## config.mk

```make
export PLATFORM = sky130hd
export DESIGN_NAME = mixed_radix_timer
export DESIGN_NICKNAME = d
export VERILOG_FILES = /design/src/rtl/stopwatch_pkg.sv /design/src/rtl/radix_digit.sv /design/src/rtl/mixed_radix_timer.sv
export SDC_FILE = /design/constraint.sdc
export NUM_CORES = 1
export LEC_CHECK = 0
export BUFFER_PORTS_ARGS = -buffer_cell sky130_fd_sc_hd__buf_2
export CAP_MARGIN = 15
export CORE_ASPECT_RATIO = 0.7
export CORE_MARGIN = 3
export CORE_UTILIZATION = 55
export CTS_BUF_LIST = sky130_fd_sc_hd__clkbuf_4
export CTS_CLUSTER_SIZE = 40
export DETAILED_ROUTE_END_ITERATION = 10
export PLACE_DENSITY = 0.79
export SLEW_MARGIN = 20
export SYNTH_ARGS = -nofsm -noshare
export SYNTH_HDL_FRONTEND = slang
export SYNTH_SLANG_ARGS = --single-unit
```

## constraint.sdc

```tcl
create_clock -name clk -period 2.64 [get_ports clk]
set_clock_uncertainty 0.15 [all_clocks]
set_input_delay 0.528 -clock clk [delete_from_list [all_inputs] [get_ports clk]]
set_output_delay 0.528 -clock clk [all_outputs]
set_load 0.1 [all_outputs]
```

## src/rtl/stopwatch_pkg.sv

```systemverilog
// Shared constants and helpers for the stopwatch/timer counter chain.
// Holds radix field layout, default mm:ss radices and small elaboration-time helpers.
package stopwatch_pkg;

  localparam int BASE_FIELD_BITS = 8;
  localparam logic [31:0] DEFAULT_BASE_VEC = 32'h06_0A_06_0A;

  // Smallest width (at least 1) whose range covers 0..value-1.
  function automatic int presc_width(input int value);
    int w;
    w = 1;
    while ((1 << w) < value) w++;
    return w;
  endfunction

  // Out-of-range loaded digits saturate at the digit's largest legal value.
  function automatic int clamp_digit(input int value, input int base);
    return (value >= base) ? base - 1 : value;
  endfunction

endpackage

```

## src/rtl/radix_digit.sv

```systemverilog
// One digit of the mixed-radix chain: up/down with wrap, clamped load, sync clear.
// Steps only when the parent asserts step; the ripple decision lives in the parent.
module radix_digit
  import stopwatch_pkg::*;
#(
  parameter int BASE       = 10,
  parameter int DIGIT_BITS = 4
) (
  input  logic                  clk,
  input  logic                  rst,
  input  logic                  step,
  input  logic                  up_down,
  input  logic                  load,
  input  logic [DIGIT_BITS-1:0] load_value,
  input  logic                  clear,
  output logic [DIGIT_BITS-1:0] value,
  output logic                  at_max,
  output logic                  at_zero
);

  localparam logic [DIGIT_BITS-1:0] MAX_V = DIGIT_BITS'(BASE - 1);

  generate
    if (BASE < 2 || BASE > (1 << DIGIT_BITS)) begin : g_bad_base
      $error("radix_digit: BASE %0d does not fit DIGIT_BITS %0d", BASE, DIGIT_BITS);
    end
  endgenerate

  assign at_max  = (value == MAX_V);
  assign at_zero = (value == '0);

  always_ff @(posedge clk or posedge rst) begin
    if (rst) begin
      value <= '0;
    end else if (clear) begin
      value <= '0;
    end else if (load) begin
      value <= DIGIT_BITS'(clamp_digit(int'(load_value), BASE));
    end else if (step) begin
      if (up_down) value <= at_max ? '0 : value + 1'b1;
      else         value <= at_zero ? MAX_V : value - 1'b1;
    end
  end

endmodule

```

## src/rtl/mixed_radix_timer.sv

```systemverilog
// Prescaled, cascaded mixed-radix up/down counter with load, clear and wrap/stop modes.
// Owns the prescaler, the ripple-enable chain and the registered tick/carry pulses.
module mixed_radix_timer
  import stopwatch_pkg::*;
#(
  parameter int          NUM_DIGITS = 4,
  parameter int          DIGIT_BITS = 4,
  parameter logic [31:0] BASE_VEC   = DEFAULT_BASE_VEC,
  parameter int          CLK_HZ     = 100_000_000,
  parameter int          TICK_HZ    = 1
) (
  input  logic                             clk,
  input  logic                             rst,
  input  logic                             enable,
  input  logic                             up_down,
  input  logic                             mode_stop,
  input  logic                             clear,
  input  logic                             load,
  input  logic [NUM_DIGITS*DIGIT_BITS-1:0] load_value,
  output logic [NUM_DIGITS*DIGIT_BITS-1:0] count,
  output logic                             tick,
  output logic                             carry,
  output logic                             at_terminal
);

  localparam int DIV   = CLK_HZ / TICK_HZ;
  localparam int PW    = presc_width(DIV);
  localparam int BASE0 = int'(BASE_VEC[BASE_FIELD_BITS-1:0]);

  generate
    if (DIV < 1 || DIV * TICK_HZ != CLK_HZ) begin : g_bad_div
      $error("mixed_radix_timer: CLK_HZ/TICK_HZ must be an integer >= 1");
    end
  endgenerate

  logic [PW-1:0]         presc;
  logic                  strobe;
  logic                  step_en;
  logic                  near_term;
  logic                  upper_max;
  logic                  upper_zero;
  logic                  carry_next;
  logic [NUM_DIGITS-1:0] at_max;
  logic [NUM_DIGITS-1:0] at_zero;
  logic [NUM_DIGITS-1:0] dig_step;

  assign at_terminal = up_down ? (&at_max) : (&at_zero);
  assign strobe      = enable && (presc == PW'(DIV - 1));
  // In stop mode a strobe at the terminal value is swallowed entirely.
  assign step_en     = strobe && !clear && !load && !(mode_stop && at_terminal);

  always_comb begin
    dig_step    = '0;
    upper_max   = 1'b1;
    upper_zero  = 1'b1;
    dig_step[0] = step_en;
    for (int i = 1; i < NUM_DIGITS; i++) begin
      dig_step[i] = dig_step[i-1] && (up_down ? at_max[i-1] : at_zero[i-1]);
      upper_max   = upper_max && at_max[i];
      upper_zero  = upper_zero && at_zero[i];
    end
  end

  // One step short of terminal: only digit 0 moves, so compare it alone.
  assign near_term = up_down
                     ? (upper_max  && count[DIGIT_BITS-1:0] == DIGIT_BITS'(BASE0 - 2))
                     : (upper_zero && count[DIGIT_BITS-1:0] == DIGIT_BITS'(1));
  assign carry_next = step_en && (mode_stop ? near_term : at_terminal);

  always_ff @(posedge clk or posedge rst) begin
    if (rst) begin
      presc <= '0;
      tick  <= 1'b0;
      carry <= 1'b0;
    end else begin
      tick  <= strobe;
      carry <= carry_next;
      if (clear || load)  presc <= '0;
      else if (enable)    presc <= strobe ? '0 : presc + 1'b1;
    end
  end

  genvar g;
  generate
    for (g = 0; g < NUM_DIGITS; g++) begin : g_digit
      radix_digit #(
        .BASE       (int'(BASE_VEC[g*BASE_FIELD_BITS +: BASE_FIELD_BITS])),
        .DIGIT_BITS (DIGIT_BITS)
      ) u_digit (
        .clk        (clk),
        .rst        (rst),
        .step       (dig_step[g]),
        .up_down    (up_down),
        .load       (load),
        .load_value (load_value[g*DIGIT_BITS +: DIGIT_BITS]),
        .clear      (clear),
        .value      (count[g*DIGIT_BITS +: DIGIT_BITS]),
        .at_max     (at_max[g]),
        .at_zero    (at_zero[g])
      );
    end
  endgenerate

endmodule
```

==> out/results.ini <==
[clocking]
clk_latency_ns=0.36
tritoncts.num_buffers=5
cts_hold_buffers=0
cts_root_buffer=sky130_fd_sc_hd__clkbuf_4
cts_sinks=45
cts_max_path_buffers=2
clk_transition_reported_paths_ns=0.14
clock_tree_from_tritoncts=done
cts.htree.levels=2

[run]
max_cap_violations=0

[logic_synthesis]
synth_area_per_cell_um2=8.52
synth_async_sr_flop_share_pct=100
synth_top_flop_cell=sky130_fd_sc_hd__dfrtp_1
mappedNetlistNets=416
ys_seq_elements=45
synth_enable_flop_cells=0
synth_cells=383
synth.cell_area_um2=3260
synth-warning-count=0
ys_types=67
yosysSeqAreaShare_pct=34.5

[setup_path]
endpoint_kind=output port
crit_path_max_fanout=2
required_ns=1.96
critical_path.startpoint_type=register
crit_path_arrival_time_ns=2.07
critPathKind=register to output port

[power_and_ir_drop]
power.density_cell_area_nw_per_um2=450
vdd.ir_drop.worst_mv=0.332
p_leak_nw=1.63

[grt]
grt_pass1_wl_um=14400
grt-busiest-layer=met1
grt_antenna_before_repair=0
global_route.overflow_total=0
grt.met2_usage_pct=37.2
number_of_global_route_vias_before_repair=2980
pin_count_of_the_biggest_net_entering_global_routing=30
grt_use_met1_pct=39.6
global_routing_usage_summed_across_all_routing_layers_pct=25.4
met3_usage_pct=3.99

[floorplanning]
boundaryPins=42
rows=22
initial_utilization_pct=59.5
fp.coreArea_um2=5480
die-width_um=98.0
fp.dieArea_um2=6910
dieHeight_um=70.4

[finish]
synthToLayoutAreaGrowth_pct=20.1
multi_input_comb_area_um2=2090
final.fill_count=423
finish.net_count=473
insertedDiodeCount=0
fin_cells=512
drive_above_1_share_pct=29.1
final-seq-area_um2=1160

[drt]
postRouteWirelength_um=8770
total_via_count_in_the_routed_design=3279
drc_violation_total_after_the_first_tritonroute_iteration=288
drc_errors=0
via_count_normalized_by_instance_count=6.40
detail-route-antenna-nets=0
detail_route.first_pass.iterations=5
wl_per_cell_um=17.1

[sta]
hold_ws_ns=0.0829
post-route-worst-setup-slack_ns=-0.105
worst-slew-pin-transition_ns=0.643
final-max-slew-violation-count=0
finalSetupViolations=1
hold_violations=0
finalWorstPathRequiredPeriod_ns=2.74
period_share_pct=104
max_slew_margin_pct=57.1
rsz_0062_raised_after_global_routing=true
finalSetupTns_ns=-0.105
clock.fmax_ghz=0.364

[place]
portBuffers=41
half_perimeter_wire_length_after_detailed_placement_um=6340
dp.cells=497
placer_congestion_estimate=0.856

[status]
run_status=finished with violations
failed_checks=negative setup slack

[hold_path]
holdCritPathClass=input pin to async pin

==> metal layers <==
layer / share of wire (%) / up-vias
met5: 0 / -
met4: 0.74 / 0
met3: 9.7 / 11
met2: 43 / 187
met1: 46 / 1565
li1: - / 1516
==> kinds of logic (layout without fill, tap and decap cells) <==
| logic type | after synthesis | after routing | synth area share [%] |
|---|---|---|---|
| AO/OA/AOI/OAI | 86 | 86 | 19.4 |
| XOR/XNOR | 25 | 25 | 6.71 |
| adder cells (fa/ha/maj) | 10 | 10 | 3.84 |
| buffers and inverters | 36 | 93 | 4.26 |
| flip-flops | 45 | 45 | 34.5 |
| multiplexers | 9 | 9 | 2.92 |
| AND/OR/NAND/NOR | 172 | 172 | 28.3 |
==> final timing paths <==
path	end	start	slack, ns	depth (start not counted)
setup reg to reg	g_digit[1].u_digit.value[1]	g_digit[1].u_digit.value[0]	0.06	8
min in group clk	g_digit[0].u_digit.value[0]	clear	0.27	2
setup / recovery	at_terminal	g_digit[1].u_digit.value[0]	-0.10	6
hold reg to reg	presc[0]	presc[0]	0.40	1
hold / removal	presc[6]	rst	0.08	2
max in group asynchronous	presc[25]	rst	1.62	3
==> synthesized netlist by cell type (all sizes together), types with 3 or more instances <==
cell	n	area, µm²
mux2	4	45.0
nand3	20	100
dfrtp	45	1130
a211oi	3	22.5
or3	6	38.8
nand2b	7	43.8
or2	3	18.8
nand2	26	100
a21boi	3	22.5
nor2	42	158
inv	14	52.6
nand4	9	56.3
o31a	3	27.5
buf	3	15.0
a22o	3	26.3
o21ai	9	45.0
or3b	4	35.0
xnor2	18	158
nor3	14	70.1
o21a	3	22.5
mux2i	5	50.1
a21o	3	22.5
a31oi	7	43.8
xor2	7	61.3
o211ai	6	45.0
and4	6	52.6
nor4	9	56.3
nor2b	3	18.8
a311oi	3	43.8
and3	8	50.1
clkbuf	18	67.6
ha	10	125
a21oi	21	113
==> metrics by stage <==
stage	power [mW]	util, %	cell area [µm²]	setup slack (ns)
floorplan	1.16	-	3330	-0.0558
global placement	1.29	67.9	3720	0.0998
detailed placement	1.30	67.9	3720	0.0325
CTS	1.74	70.6	3870	-0.131
global route	1.84	71.5	3920	-0.162
finish	1.76	71.5	3920	-0.105
==> registers in the layout, indices dropped and copies added, names as in the netlist <==
signal / cells
presc: 27
g_digit.u_digit.value: 16
carry: 1
tick: 1
==> worst max-delay path, cell delays in order (launching register included) <==
cell and delay, ns:
sky130_fd_sc_hd__dfrtp_4 0.52, sky130_fd_sc_hd__inv_4 0.07, sky130_fd_sc_hd__ha_4 0.12, sky130_fd_sc_hd__or4b_4 0.49, sky130_fd_sc_hd__o2bb2ai_4 0.14, sky130_fd_sc_hd__and3_4 0.20, sky130_fd_sc_hd__buf_12 0.17
==> layout make-up <==
type,instances,share of cell area [%]
multi-input combinational,302,53.3
sequential,45,29.6
timing repair buffer,71,11.4
tap,72,2.30
inverter,15,1.56
clock buffer,5,0.958
clock inverter,2,0.894
==> power breakdown <==
part / internal [mW] / switching (mW) / total (mW)
Sequential: 0.718 / 0.0373 / 0.755
Clock: 0.193 / 0.227 / 0.421
Combinational: 0.208 / 0.380 / 0.588
==> cells in the final DEF (no fill, tap or decap), types with 8 or more instances in the layout <==
cell type / count
sky130_fd_sc_hd__a21oi_1: 18
sky130_fd_sc_hd__buf_2: 40
sky130_fd_sc_hd__buf_4: 30
sky130_fd_sc_hd__dfrtp_1: 30
sky130_fd_sc_hd__dfrtp_2: 9
sky130_fd_sc_hd__nand2_1: 25
sky130_fd_sc_hd__nand3_1: 20
sky130_fd_sc_hd__nand4_1: 9
sky130_fd_sc_hd__nor2_1: 42
sky130_fd_sc_hd__nor3_1: 14
sky130_fd_sc_hd__nor4_1: 9
sky130_fd_sc_hd__o21ai_0: 8
sky130_fd_sc_hd__xnor2_1: 18
==> repair_timing <==
| item | in CTS | in global routing |
|---|---|---|
| pin swaps | 4 | 3 |
| buffers inserted | 6 | 2 |
| endpoints found under the setup margin | 1 | 8 |
| gates resized for setup | 9 | 9 |
| endpoints found under the hold margin | 0 | 0 |
| cloned | 0 | 0 |
(Power assumes the default switching activity.)
